File: src/rtl/fifo_pkg.sv
// Shared FIFO definitions used by both the write and the read side.
//   - wstate encodings (2 bits): IDLE=00, WRITE=01, FULL=10
//   - bin2gray / gray2bin conversions on a 32-bit carrier. Callers
//     zero-extend narrower pointers in and truncate the result back out.
package fifo_pkg;

  localparam logic [1:0] ST_IDLE  = 2'b00;
  localparam logic [1:0] ST_WRITE = 2'b01;
  localparam logic [1:0] ST_FULL  = 2'b10;

  function automatic logic [31:0] bin2gray(input logic [31:0] b);
    return b ^ (b >> 1);
  endfunction

  // MSB passes straight through; each lower bit is the XOR of all
  // Gray bits at and above it.
  function automatic logic [31:0] gray2bin(input logic [31:0] g);
    logic [31:0] b;
    b[31] = g[31];
    for (int unsigned i = 31; i > 0; i--) begin
      b[i-1] = b[i] ^ g[i-1];
    end
    return b;
  endfunction

endpackage

File: src/rtl/fifo_ptr_sync.sv
// Two-flop synchroniser for a Gray-coded pointer crossing into clk.
// Ports:
//   clk, rst   - destination clock, synchronous active-high reset
//   d          - Gray pointer from the foreign domain
//   q_mid      - first-stage value (only to anticipate what q becomes next)
//   q          - second-stage, synchronised pointer
module fifo_ptr_sync #(
  parameter int WIDTH = 3
) (
  input  logic             clk,
  input  logic             rst,
  input  logic [WIDTH-1:0] d,
  output logic [WIDTH-1:0] q_mid,
  output logic [WIDTH-1:0] q
);

  logic [WIDTH-1:0] sync1_q, sync1_d;
  logic [WIDTH-1:0] sync2_q, sync2_d;

  always_comb begin
    sync1_d = d;
    sync2_d = sync1_q;
  end

  always_ff @(posedge clk) begin
    if (rst) begin
      sync1_q <= '0;
      sync2_q <= '0;
    end else begin
      sync1_q <= sync1_d;
      sync2_q <= sync2_d;
    end
  end

  assign q_mid = sync1_q;
  assign q     = sync2_q;

endmodule

File: src/rtl/fifo_write_ctrl.sv
// Write-side controller of an asynchronous FIFO.
// Ports:
//   clk, rst      - write clock, synchronous active-high reset
//   winc          - producer write request
//   rptr_gray     - Gray read pointer from the read domain (asynchronous)
//   write_en      - storage write strobe for this cycle
//   waddr         - storage write index
//   waddr_gray    - registered Gray write pointer for the read domain
//   wfull         - registered (pessimistic) full flag
//   walmost_full  - occupancy >= AFULL_THR
//   wlevel        - occupancy as seen from the write domain
//   wstate        - IDLE / WRITE / FULL
module fifo_write_ctrl
  import fifo_pkg::*;
#(
  parameter int PTR_SZ    = 2,
  parameter int AFULL_THR = 3
) (
  input  logic              clk,
  input  logic              rst,
  input  logic              winc,
  input  logic [PTR_SZ:0]   rptr_gray,
  output logic              write_en,
  output logic [PTR_SZ-1:0] waddr,
  output logic [PTR_SZ:0]   waddr_gray,
  output logic              wfull,
  output logic              walmost_full,
  output logic [PTR_SZ:0]   wlevel,
  output logic [1:0]        wstate
);

  localparam int W = PTR_SZ + 1;

  if (PTR_SZ < 2) begin : g_bad_ptr_sz
    $error("fifo_write_ctrl: PTR_SZ must be >= 2");
  end
  if (AFULL_THR < 1 || AFULL_THR > (1 << PTR_SZ)) begin : g_bad_afull
    $error("fifo_write_ctrl: AFULL_THR out of range");
  end

  logic [W-1:0] wq1_rptr;
  logic [W-1:0] wq2_rptr;
  logic [W-1:0] full_cmp;
  logic [W-1:0] wlevel_next;

  logic [W-1:0] wbin_q,   wbin_d;
  logic [W-1:0] wgray_q,  wgray_d;
  logic         wfull_q,  wfull_d;
  logic [1:0]   wstate_q, wstate_d;

  fifo_ptr_sync #(
    .WIDTH (W)
  ) u_rptr_sync (
    .clk   (clk),
    .rst   (rst),
    .d     (rptr_gray),
    .q_mid (wq1_rptr),
    .q     (wq2_rptr)
  );

  // Reset wins over a pending request; a set wfull refuses the write
  // even if the reader has already freed a slot (pessimistic full).
  assign write_en = winc & ~wfull_q & ~rst;

  // Full when our next Gray pointer equals the read pointer with its
  // two MSBs inverted, i.e. exactly one lap ahead.
  assign full_cmp = {~wq2_rptr[PTR_SZ:PTR_SZ-1], wq2_rptr[PTR_SZ-2:0]};

  always_comb begin
    wbin_d  = wbin_q + W'(write_en);
    wgray_d = W'(bin2gray(32'(wbin_d)));
    wfull_d = (bin2gray(32'(wbin_d)) == 32'(full_cmp));
    // Occupancy after this edge: the synchroniser's first stage is what
    // its second stage will hold, so wstate tracks wlevel without lag.
    wlevel_next = W'(32'(wbin_d) - gray2bin(32'(wq1_rptr)));
    if (wfull_d) begin
      wstate_d = ST_FULL;
    end else if (wlevel_next != '0) begin
      wstate_d = ST_WRITE;
    end else begin
      wstate_d = ST_IDLE;
    end
  end

  always_ff @(posedge clk) begin
    if (rst) begin
      wbin_q   <= '0;
      wgray_q  <= '0;
      wfull_q  <= 1'b0;
      wstate_q <= ST_IDLE;
    end else begin
      wbin_q   <= wbin_d;
      wgray_q  <= wgray_d;
      wfull_q  <= wfull_d;
      wstate_q <= wstate_d;
    end
  end

  assign waddr        = wbin_q[PTR_SZ-1:0];
  assign waddr_gray   = wgray_q;
  assign wfull        = wfull_q;
  assign wlevel       = W'(32'(wbin_q) - gray2bin(32'(wq2_rptr)));
  assign walmost_full = (int'(wlevel) >= AFULL_THR);
  assign wstate       = wstate_q;

endmodule

File: config.mk
export PLATFORM = sky130hd
export DESIGN_NAME = fifo_write_ctrl
export DESIGN_NICKNAME = d
export VERILOG_FILES = /design/src/rtl/fifo_pkg.sv /design/src/rtl/fifo_ptr_sync.sv /design/src/rtl/fifo_write_ctrl.sv
export SDC_FILE = /design/constraint.sdc
export NUM_CORES = 1
export LEC_CHECK = 0
export ABC_AREA = 0
export BUFFER_PORTS_ARGS = -buffer_cell sky130_fd_sc_hd__buf_2
export CAP_MARGIN = 20
export CORE_AREA = 2 2 39 41
export CTS_CLUSTER_SIZE = 12
export DETAILED_ROUTE_END_ITERATION = 7
export DIE_AREA = 0 0 41 43
export PLACE_DENSITY = 0.77
export SYNTH_ARGS = -nofsm -noshare
export SYNTH_HDL_FRONTEND = slang
export SYNTH_SLANG_ARGS = --single-unit
File: constraint.sdc
create_clock -name clk -period 6.1 [get_ports clk]
set_input_delay 0.305 -clock clk [delete_from_list [all_inputs] [get_ports clk]]
set_output_delay 0.305 -clock clk [all_outputs]
set_load 0.02 [all_outputs]
# [After elaboration in Yosys (flattened, before gate mapping)]
# Index checks and enable logic that the tools add are counted.
# W data, S select, Z words.
[totals] reg_bits=15 inputBits=6 elab_cells=26
[classes] order_cmp=1 n_eq_ne=1 reduce_logical=2 n_bitwise=10 mux=2 add_sub_neg=3
[ops] op="$sub A3 B3 Y3" n=2
[ops] op="$xor A1 B1 Y1" n=4
[ops] op="$add A3 B1 Y3" n=1
[ops] op="$eq A3 B3 Y1" n=1
[ops] op="$ge A3 B2 Y1 const B" n=1
[ops] op="$reduce_bool A3 Y1" n=1
[ops] op="$xor A3 B2 Y3" n=1
[ops] op="$and A1 B1 Y1" n=2
[ops] op="$mux W2" n=1
[ops] op="$not A1 Y1" n=2
[ops] op="$not A2 Y2" n=1
[ops] op="$reduce_or A2 Y1" n=1
[ops] op="$mux W1" n=1

# [Logic depth before layout (Yosys ltp)]
# Gate-level depths: netlist (run 1).
[depth] ltp_word=8 depth_mapped=9 ltp_nobuf=8

# [Cells and area by module]
# From an unflattened synthesis (run 1), not the netlist that was laid out.
[unflattened] cells_unflattened=62 area_unflattened_um2=648.1
[modules_own_cells] module="fifo_write_ctrl" instances=1 area_each_um2=490.5 cells_per_inst=50 seq_area_each_um2=140.1
[modules_own_cells] module="fifo_ptr_sync" instances=1 area_each_um2=157.7 cells_per_inst=12 seq_area_each_um2=120.1

# [Worst setup path after synthesis (run 1)]
# OpenSTA, ideal clock, no wires.
[synth_timing] path_kind="input to register" start="input rst" end="register wstate_q[0], in the netlist wstate[0]" path_stages=9 t_arrival_ns=2.497 setup_ns=0.088 setup_slack_ns=3.515 path_cell_list="clkbuf_1 nor3b_1 ha_1 ha_1 ha_1 nand2b_1 xnor2_1 xnor2_1 a311oi_2"
[synth_between] elab_chain_len=6
[synth_lines] element="from (decl)" line="fifo_write_ctrl.sv:20" source="input logic rst,"
[synth_lines] element="$not A1 Y1 *" line="fifo_write_ctrl.sv:63" source="assign write_en = winc & ~wfull_q & ~rst;"
[synth_lines] element="$and A1 B1 Y1 *" line="fifo_write_ctrl.sv:63"
[synth_lines] element="net write_en" line="fifo_write_ctrl.sv:23" source="output logic write_en,"
[synth_lines] element="$add A3 B1 Y3 *" line="fifo_write_ctrl.sv:70" source="wbin_d = wbin_q + W'(write_en);"
[synth_lines] element="net wbin_d[1]" line="fifo_write_ctrl.sv:46" source="logic [W-1:0] wbin_q, wbin_d;"
[synth_lines] element="$sub A3 B3 Y3 / $xor A3 B2 Y3 (equally long branches)" line="fifo_write_ctrl.sv:75, fifo_pkg.sv:12"
[synth_lines] element="$reduce_bool A3 Y1 / $eq A3 B3 Y1 (equally long branches)" line="fifo_write_ctrl.sv:78, fifo_write_ctrl.sv:72"
[synth_lines] element="$mux W1 / $reduce_or A2 Y1 (equally long branches)"
[synth_lines] element="to (signal assigned)" line="fifo_write_ctrl.sv:95" source="wstate_q <= wstate_d;"
[synth_lines] element="to (decl)" line="fifo_write_ctrl.sv:49" source="logic [1:0] wstate_q, wstate_d;"
# The timed path passes the listed nets; every way through them passes the cells marked *.
# A chain may end at the register's enable or synchronous reset.

# [Final worst setup path (run 1)]
[layout_timing] start="register u_rptr_sync.sync2_q[2], in the netlist u_rptr_sync.q[2]" end="output walmost_full"
[layout_between] elab_chain_len=4
[layout_lines] element="from (decl)" line="fifo_ptr_sync.sv:18" source="logic [WIDTH-1:0] sync2_q, sync2_d;"
[layout_lines] element="from (signal assigned)" line="fifo_ptr_sync.sv:31" source="sync2_q <= sync2_d;"
[layout_lines] element="$xor A1 B1 Y1 (2 in series)" line="fifo_pkg.sv:21" source="b[i-1] = b[i] ^ g[i-1];"
[layout_lines] element="$sub A3 B3 Y3 *" line="fifo_write_ctrl.sv:102" source="assign wlevel = W'(32'(wbin_q) - gray2bin(32'(wq2_rptr)));"
[layout_lines] element="$ge A3 B2 Y1 *" line="fifo_write_ctrl.sv:103" source="assign walmost_full = (int'(wlevel) >= AFULL_THR);"
[layout_lines] element="to (decl)" line="fifo_write_ctrl.sv:27" source="output logic walmost_full,"
# Mark *: on every way between the ends. The rest lies on a longest branch, timed or not.

==> results of run 1 <==
## path summary, 6_finish.rpt
check	cells after the start	slack, ns	start	endpoint
max	8	3.57	u_rptr_sync.q[2]$_SDFF_PP0_	walmost_full
min	2	0.24	rptr_gray[0]	u_rptr_sync.q_mid[0]$_SDFF_PP0_
max reg2reg	8	3.91	wfull$_SDFF_PP0_	wstate[0]$_SDFF_PP0_
min reg2reg	1	0.48	u_rptr_sync.q_mid[0]$_SDFF_PP0_	u_rptr_sync.q[0]$_SDFF_PP0_
## synthesized netlist by cell type, types with 2 or more instances
master,count
ha_1,5
xnor2_1,8
dfxtp_1,13
xor2_1,2
inv_1,5
nor2_1,4
nor2b_1,11
nand2_1,2
mux2i_1,2
## stage by stage
| stage | std cells | hold slack (ns) | power (mW) |
|---|---|---|---|
| finish | 99 | 0.235 | 0.200 |
| global route | 99 | 0.234 | 0.213 |
| CTS | 99 | 0.230 | 0.204 |
| detailed placement | 95 | 0.474 | 0.150 |
| global placement | 95 | 0.465 | 0.147 |
| floorplan | 63 | 0.377 | 0.134 |
## kinds of logic (layout without fill, tap and decap cells)
| logic type | count (synthesis) | after routing | share of synthesized area |
|---|---|---|---|
| AND/OR/NAND/NOR | 21 | 21 | 0.177 |
| flip-flops | 13 | 13 | 0.392 |
| XOR/XNOR | 11 | 11 | 0.174 |
| buffers and inverters | 7 | 27 | 0.0453 |
| adder cells (fa/ha/maj) | 6 | 6 | 0.125 |
| AO/OA/AOI/OAI | 3 | 3 | 0.0566 |
| multiplexers | 2 | 2 | 0.0302 |
## layout make-up
class	instances	area, sq um
inverter	5	18.8
multi-input combinational	43	373
fill	124	596
clock buffer	4	26.3
timing repair buffer	18	90.1
sequential	13	260
tap	16	20.0
## worst max-delay path, cell delays in order (launching register included)
cell,delay (ns)
dfxtp_1,0.35
nor2b_1,0.15
or2_1,0.25
xor2_1,0.16
ha_1,0.19
fa_1,0.38
xnor2_1,0.21
a21o_1,0.10
buf_2,0.15
## report_power, final
part	total, mW	internal (mW)	leakage [nW]	switching [mW]
Combinational	0.0542	0.0228	0.257	0.0313
Sequential	0.0925	0.0898	0.107	0.00273
Clock	0.0535	0.0254	0.0150	0.0282
## sequential cells by signal, indices dropped and copies added, names as in the netlist
signal             flops
u_rptr_sync.q          3
u_rptr_sync.q_mid      3
wbin_q                 3
waddr_gray             2
wfull                  1
wstate                 1
## cell usage in the layout (no fill, tap or decap), types with 2 or more instances in the layout
| master | instances |
|---|---|
| xor2_1 | 2 |
| ha_1 | 5 |
| dfxtp_1 | 13 |
| mux2i_1 | 2 |
| nor2b_1 | 11 |
| xnor2_1 | 8 |
| buf_2 | 18 |
| nand2_1 | 2 |
| inv_1 | 5 |
| nor2_1 | 4 |
| clkbuf_4 | 3 |
## layer usage
layer / GRT usage / vias up
met5: 0 / -
met4: 0.160 / 0
met3: 0.0471 / 4
met2: 0.247 / 13
met1: 0.168 / 207
li1: - / 234
==> flow_summary_export.csv, run 1 <==
group,metric,value,unit
cells_and_area,postLayoutCellArea,788,sq um
sta,drv_slew,0,
die,dieWidth,41,microns
sta,post-route-period-util,0.414,
drt,route.detailed.drc,0,
logic_synthesis,avgSynthCellArea,10.5,sq um
run,cap_violations,0,
drt,num_vias,458,
clocking,clk_latency,0.28,ns
logic_synthesis,synth_nets,75,
drt,drt_iter0_drc,3,
sta,rsz0062_at_grt,"false",
sta,setup_viol,0,
global_routing,grt_usage,0.165,
logic_synthesis,synth_edf_count,0,
worst_setup_path,cp.arrival,2.22,ns
place,place_ws,3.75,ns
die,io_pins,19,
logic_synthesis,yosysTopAreaCell,"dfxtp_1",
die,dieArea,1760,sq um
drt,drt_pass1_iterations,2,
place,hpwl,884,microns
worst_setup_path,crit_fanout,5,
run_status,status,"finished clean",
drt,ant_nets,0,
worst_setup_path,crit_type,"reg2out",
sta,worst-slew-pin-transition,0.315,ns
cells_and_area,final_nets,96,
die,die_h,43,microns
worst_setup_path,critPathRequiredTime,5.79,ns
logic_synthesis,ys_types,20,
clocking,cts_num_sinks,13,
logic_synthesis,ys_ff_latch,13,
place,place.gp.congestion,0.729,
drt,top_layer,"met4",
worst_setup_path,critPathLaunchType,"flip-flop",
logic_synthesis,yosys_most_used_dff,"dfxtp_1",
global_routing,overflow,0,
cells_and_area,antennaDiodeCount,0,
sta,hold_viol_final,0,
pwr,ir_worst_vdd,0.154,mV
logic_synthesis,synth_seq_area_share,0.392,
clocking,tritoncts,"built",
die,num_rows,14,
sta,fin_crit,2.53,ns
clocking,cts_resized,0,
global_routing,grt_first_pass_wirelength,1.81,mm
sta,relSlewSlack,0.789,
drt,met2_length,567,microns
logic_synthesis,yosys_warnings,0,
clocking,cts_buffers,3,
drt,wirelength,1.09,mm
sta,fin_ws,3.57,ns
global_routing,first_global_vias,438,
logic_synthesis,synth_top_area_share,0.392,
clocking,cts_max_level,1,
pwr,powerDensity,254,nW/um^2
logic_synthesis,syn_inst,63,
drt,wl_met1,425,microns
sta,fmax,396,MHz
drt,met3WireLength,65,microns
place,place_area,762,sq um
clocking,clockBufferDepth,2,
clocking,cts_hold_buf,0,
sta,clock_skew,0.00203,ns
clocking,clk_pin_slew_worst_paths,0.08,ns
worst_setup_path,worstSetupEndpointType,"primary output",
global_routing,grt_max_degree,15,
global_routing,antenna_found_initial,0,
die,core_area,1380,sq um
pwr,leakage,0.378,nW
die,start_util,0.479,
clocking,post-cts-setup-buffer-count,0,
drt,detail_route.wl_per_cell,11.0,microns
cells_and_area,area_growth,18.9,%
min_path,worstHoldPathType,"in2reg",
sta,fin_setup_tns,0,ns
drt,vias_per_cell,4.63,
clocking,cts_root_buffer,"clkbuf_4",
cells_and_area,utilization,0.570,
logic_synthesis,synthTopCellsByArea,"dfxtp_1 (39%), xnor2_1 (11%), nor2b_1 (10%)",
logic_synthesis,synth-async-reset-ratio,0,
place,io_buffers,18,
cells_and_area,drive_above_1_share,0.301,
logic_synthesis,syn_area,663,sq um
Power figures use the tool's default switching activity.
==> run 2, diff against run 1 <==
--- a/config.mk
+++ b/config.mk
@@ -8,11 +8,11 @@
 export ABC_AREA = 0
 export BUFFER_PORTS_ARGS = -buffer_cell sky130_fd_sc_hd__buf_2
 export CAP_MARGIN = 20
-export CORE_AREA = 2 2 39 41
+export CORE_MARGIN = 1.5
+export CORE_UTILIZATION = 44
 export CTS_CLUSTER_SIZE = 12
 export DETAILED_ROUTE_END_ITERATION = 7
-export DIE_AREA = 0 0 41 43
-export PLACE_DENSITY = 0.77
+export PLACE_DENSITY = 0.72
 export SYNTH_ARGS = -nofsm -noshare
 export SYNTH_HDL_FRONTEND = slang
 export SYNTH_SLANG_ARGS = --single-unit
==> constraint.sdc (replaced) <==
create_clock -name clk -period 2.2 [get_ports clk]
set_input_delay 0.11 -clock clk [delete_from_list [all_inputs] [get_ports clk]]
set_output_delay 0.11 -clock clk [all_outputs]
set_load 0.02 [all_outputs]
==> run 2 against run 1 <==
The run now ends with negative setup slack left; worst hold slack worse by 0.20 ns; power rose to 2.9 times the previous value; clock-buffer cell count down 1; via count down 1.7%; final cell count up 3.0%; design area up 8.3%; first-iteration DRC count down 100%; critical endpoint unchanged.
==> flow_summary_export.csv, run 2 (synthesized netlist as in run 1, its figures left out) <==
group,metric,value,unit
cells_and_area,antennaDiodeCount,0,
clocking,cts_max_level,1,
place,hpwl,797,microns
worst_setup_path,path_depth,8,
pwr,leakage,0.413,nW
worst_setup_path,cp.arrival,2.17,ns
global_routing,overflow,0,
global_routing,grt_usage,0.128,
cells_and_area,num-fill-cells,117,
worst_setup_path,critPathRequiredTime,2.09,ns
clocking,cts_buffers,3,
die,die_h,41.8,microns
sta,post-route-period-util,1.04,
drt,wirelength,1.01,mm
clocking,clk_latency,0.28,ns
worst_setup_path,crit_fanout,4,
drt,detail_route.wl_per_cell,9.94,microns
die,start_util,0.491,
worst_setup_path,path_cells,"nor2b_1, or2_1, xor2_1, ha_2, fa_2, inv_1, a21o_1, buf_6",
worst_setup_path,r2r_cells,8,
clocking,clockBufferDepth,2,
min_path,worstHoldPathType,"in2reg",
sta,setup_viol,1,
cells_and_area,drive_above_1_share,0.414,
worst_setup_path,reg2reg_to,"wstate[0]$_SDFF_PP0_",
place,place.gp.congestion,0.658,
drt,num_vias,450,
place,place_ws,0.174,ns
sta,clock_skew,0.00755,ns
place,place_area,787,sq um
die,core_area,1350,sq um
worst_setup_path,cp_top_family,"adder cells",
sta,hold_viol_final,0,
worst_setup_path,cp_num_buf_inv,2,
sta,drv_slew,0,
sta,fin_crit,2.28,ns
worst_setup_path,endpoint,"walmost_full",
sta,relSlewSlack,0.827,
cells_and_area,postLayoutCellArea,853,sq um
die,num_rows,13,
cells_and_area,layout_common_cells,"buf_2 (16), nor2b_1 (11), dfxtp_1 (11)",
global_routing,grt_max_degree,14,
worst_setup_path,cp_slowest_cell,"fa_2",
die,io_pins,19,
global_routing,first_global_vias,378,
pwr,powerDensity,669,nW/um^2
drt,vias_per_cell,4.41,
global_routing,antenna_found_initial,0,
cells_and_area,utilization,0.632,
run_status,status,"complete, but fails checks",
place,io_buffers,18,
worst_setup_path,crit_start,"u_rptr_sync.q[1]$_SDFF_PP0_",
drt,drt_iter0_drc,0,
cells_and_area,area_growth,28.7,%
worst_setup_path,critPathMaxStageDelay,0.52,ns
worst_setup_path,crit_type,"reg2out",
worst_setup_path,reg2reg_from,"wfull$_SDFF_PP0_",
sta,worst-slew-pin-transition,0.257,ns
run,cap_violations,0,
run_status,violations,"negative setup slack",
drt,drt_pass1_iterations,1,
clocking,tritoncts,"built",
clocking,cts_num_sinks,13,
clocking,clk_pin_slew_worst_paths,0.08,ns
clocking,cts_root_buffer,"clkbuf_4",
pwr,ir_worst_vdd,0.334,mV
sta,rsz0062_at_grt,"true",
sta,fin_ws,-0.0804,ns
die,dieWidth,41.8,microns
cells_and_area,final_common_cell,"buf_2",
sta,fmax,439,MHz
die,dieArea,1750,sq um
global_routing,grt_first_pass_wirelength,1.61,mm
worst_setup_path,critPathLaunchType,"flip-flop",
worst_setup_path,r2r_slack,0.26,ns
drt,ant_nets,0,
sta,timing.hold.ws,0.0385,ns
worst_setup_path,worstSetupEndpointType,"primary output",
drt,route.detailed.drc,0,
cells_and_area,final_nets,100,
run 2: cell count changes in the layout (fill, tap and decap cells not counted), sizes merged:
cell,before,now
buf,18,22
clkbuf,4,3
clkinv,0,1
run 2: worst min-delay path by stage:
| stage | to | slack [ns] | cells after the start | start |
|---|---|---|---|---|
| finish | u_rptr_sync.q_mid[2]$_SDFF_PP0_ | 0.04 | 2 | rptr_gray[2] |
| global route | u_rptr_sync.q_mid[0]$_SDFF_PP0_ | 0.03 | 2 | rptr_gray[0] |
| CTS | u_rptr_sync.q_mid[2]$_SDFF_PP0_ | 0.04 | 2 | rptr_gray[2] |
| detailed placement | u_rptr_sync.q_mid[0]$_SDFF_PP0_ | 0.33 | 2 | rptr_gray[0] |
| global placement | u_rptr_sync.q_mid[2]$_SDFF_PP0_ | 0.32 | 2 | rptr_gray[2] |
| floorplan | u_rptr_sync.q[1]$_SDFF_PP0_ | 0.18 | 1 | rst |
run 2: per-layer routing:
metal  part of all wire  vias to the layer above  global-route usage  wire, microns
li1                   -                      244                   -              -
met1               0.44                      189               0.144            451
met2               0.49                       13               0.200            497
met3              0.037                        4              0.0391             38
met4              0.027                        0              0.0968             27
met5                  0                        -                   0              0
run 2: layout make-up:
cell class	count	area, sq um	area share
clock buffers	3	22.5	0.0264
clock inverters	1	5.00	0.00587
inverters	5	18.8	0.0220
multi-input cells	43	397	0.465
flip-flops and latches	13	263	0.308
well taps	15	18.8	0.0220
repair buffers	22	129	0.151
run 2: power breakdown:
part | internal (mW) | total (mW) | leakage (nW) | switching (mW)
logic | 0.0794 | 0.169 | 0.287 | 0.0898
registers | 0.249 | 0.256 | 0.108 | 0.00720
clock network | 0.0673 | 0.146 | 0.0177 | 0.0783
run 2: through the flow:
stage,total power [mW],TNS [ns],cells
final,0.571,-0.0804,102
after global routing,0.605,-0.209,102
after CTS,0.564,-0.119,102
after detailed placement,0.415,0,96
after global placement,0.412,0,96
after floorplan,0.374,0,63
run 2: timing repair:
item	CTS	global route
gates cloned	0	0
pin swaps	2	2
setup buffers	2	0
hold buffers	0	0
endpoints found under the setup margin	2	3
hold endpoints to repair	0	0
resized for setup	1	7
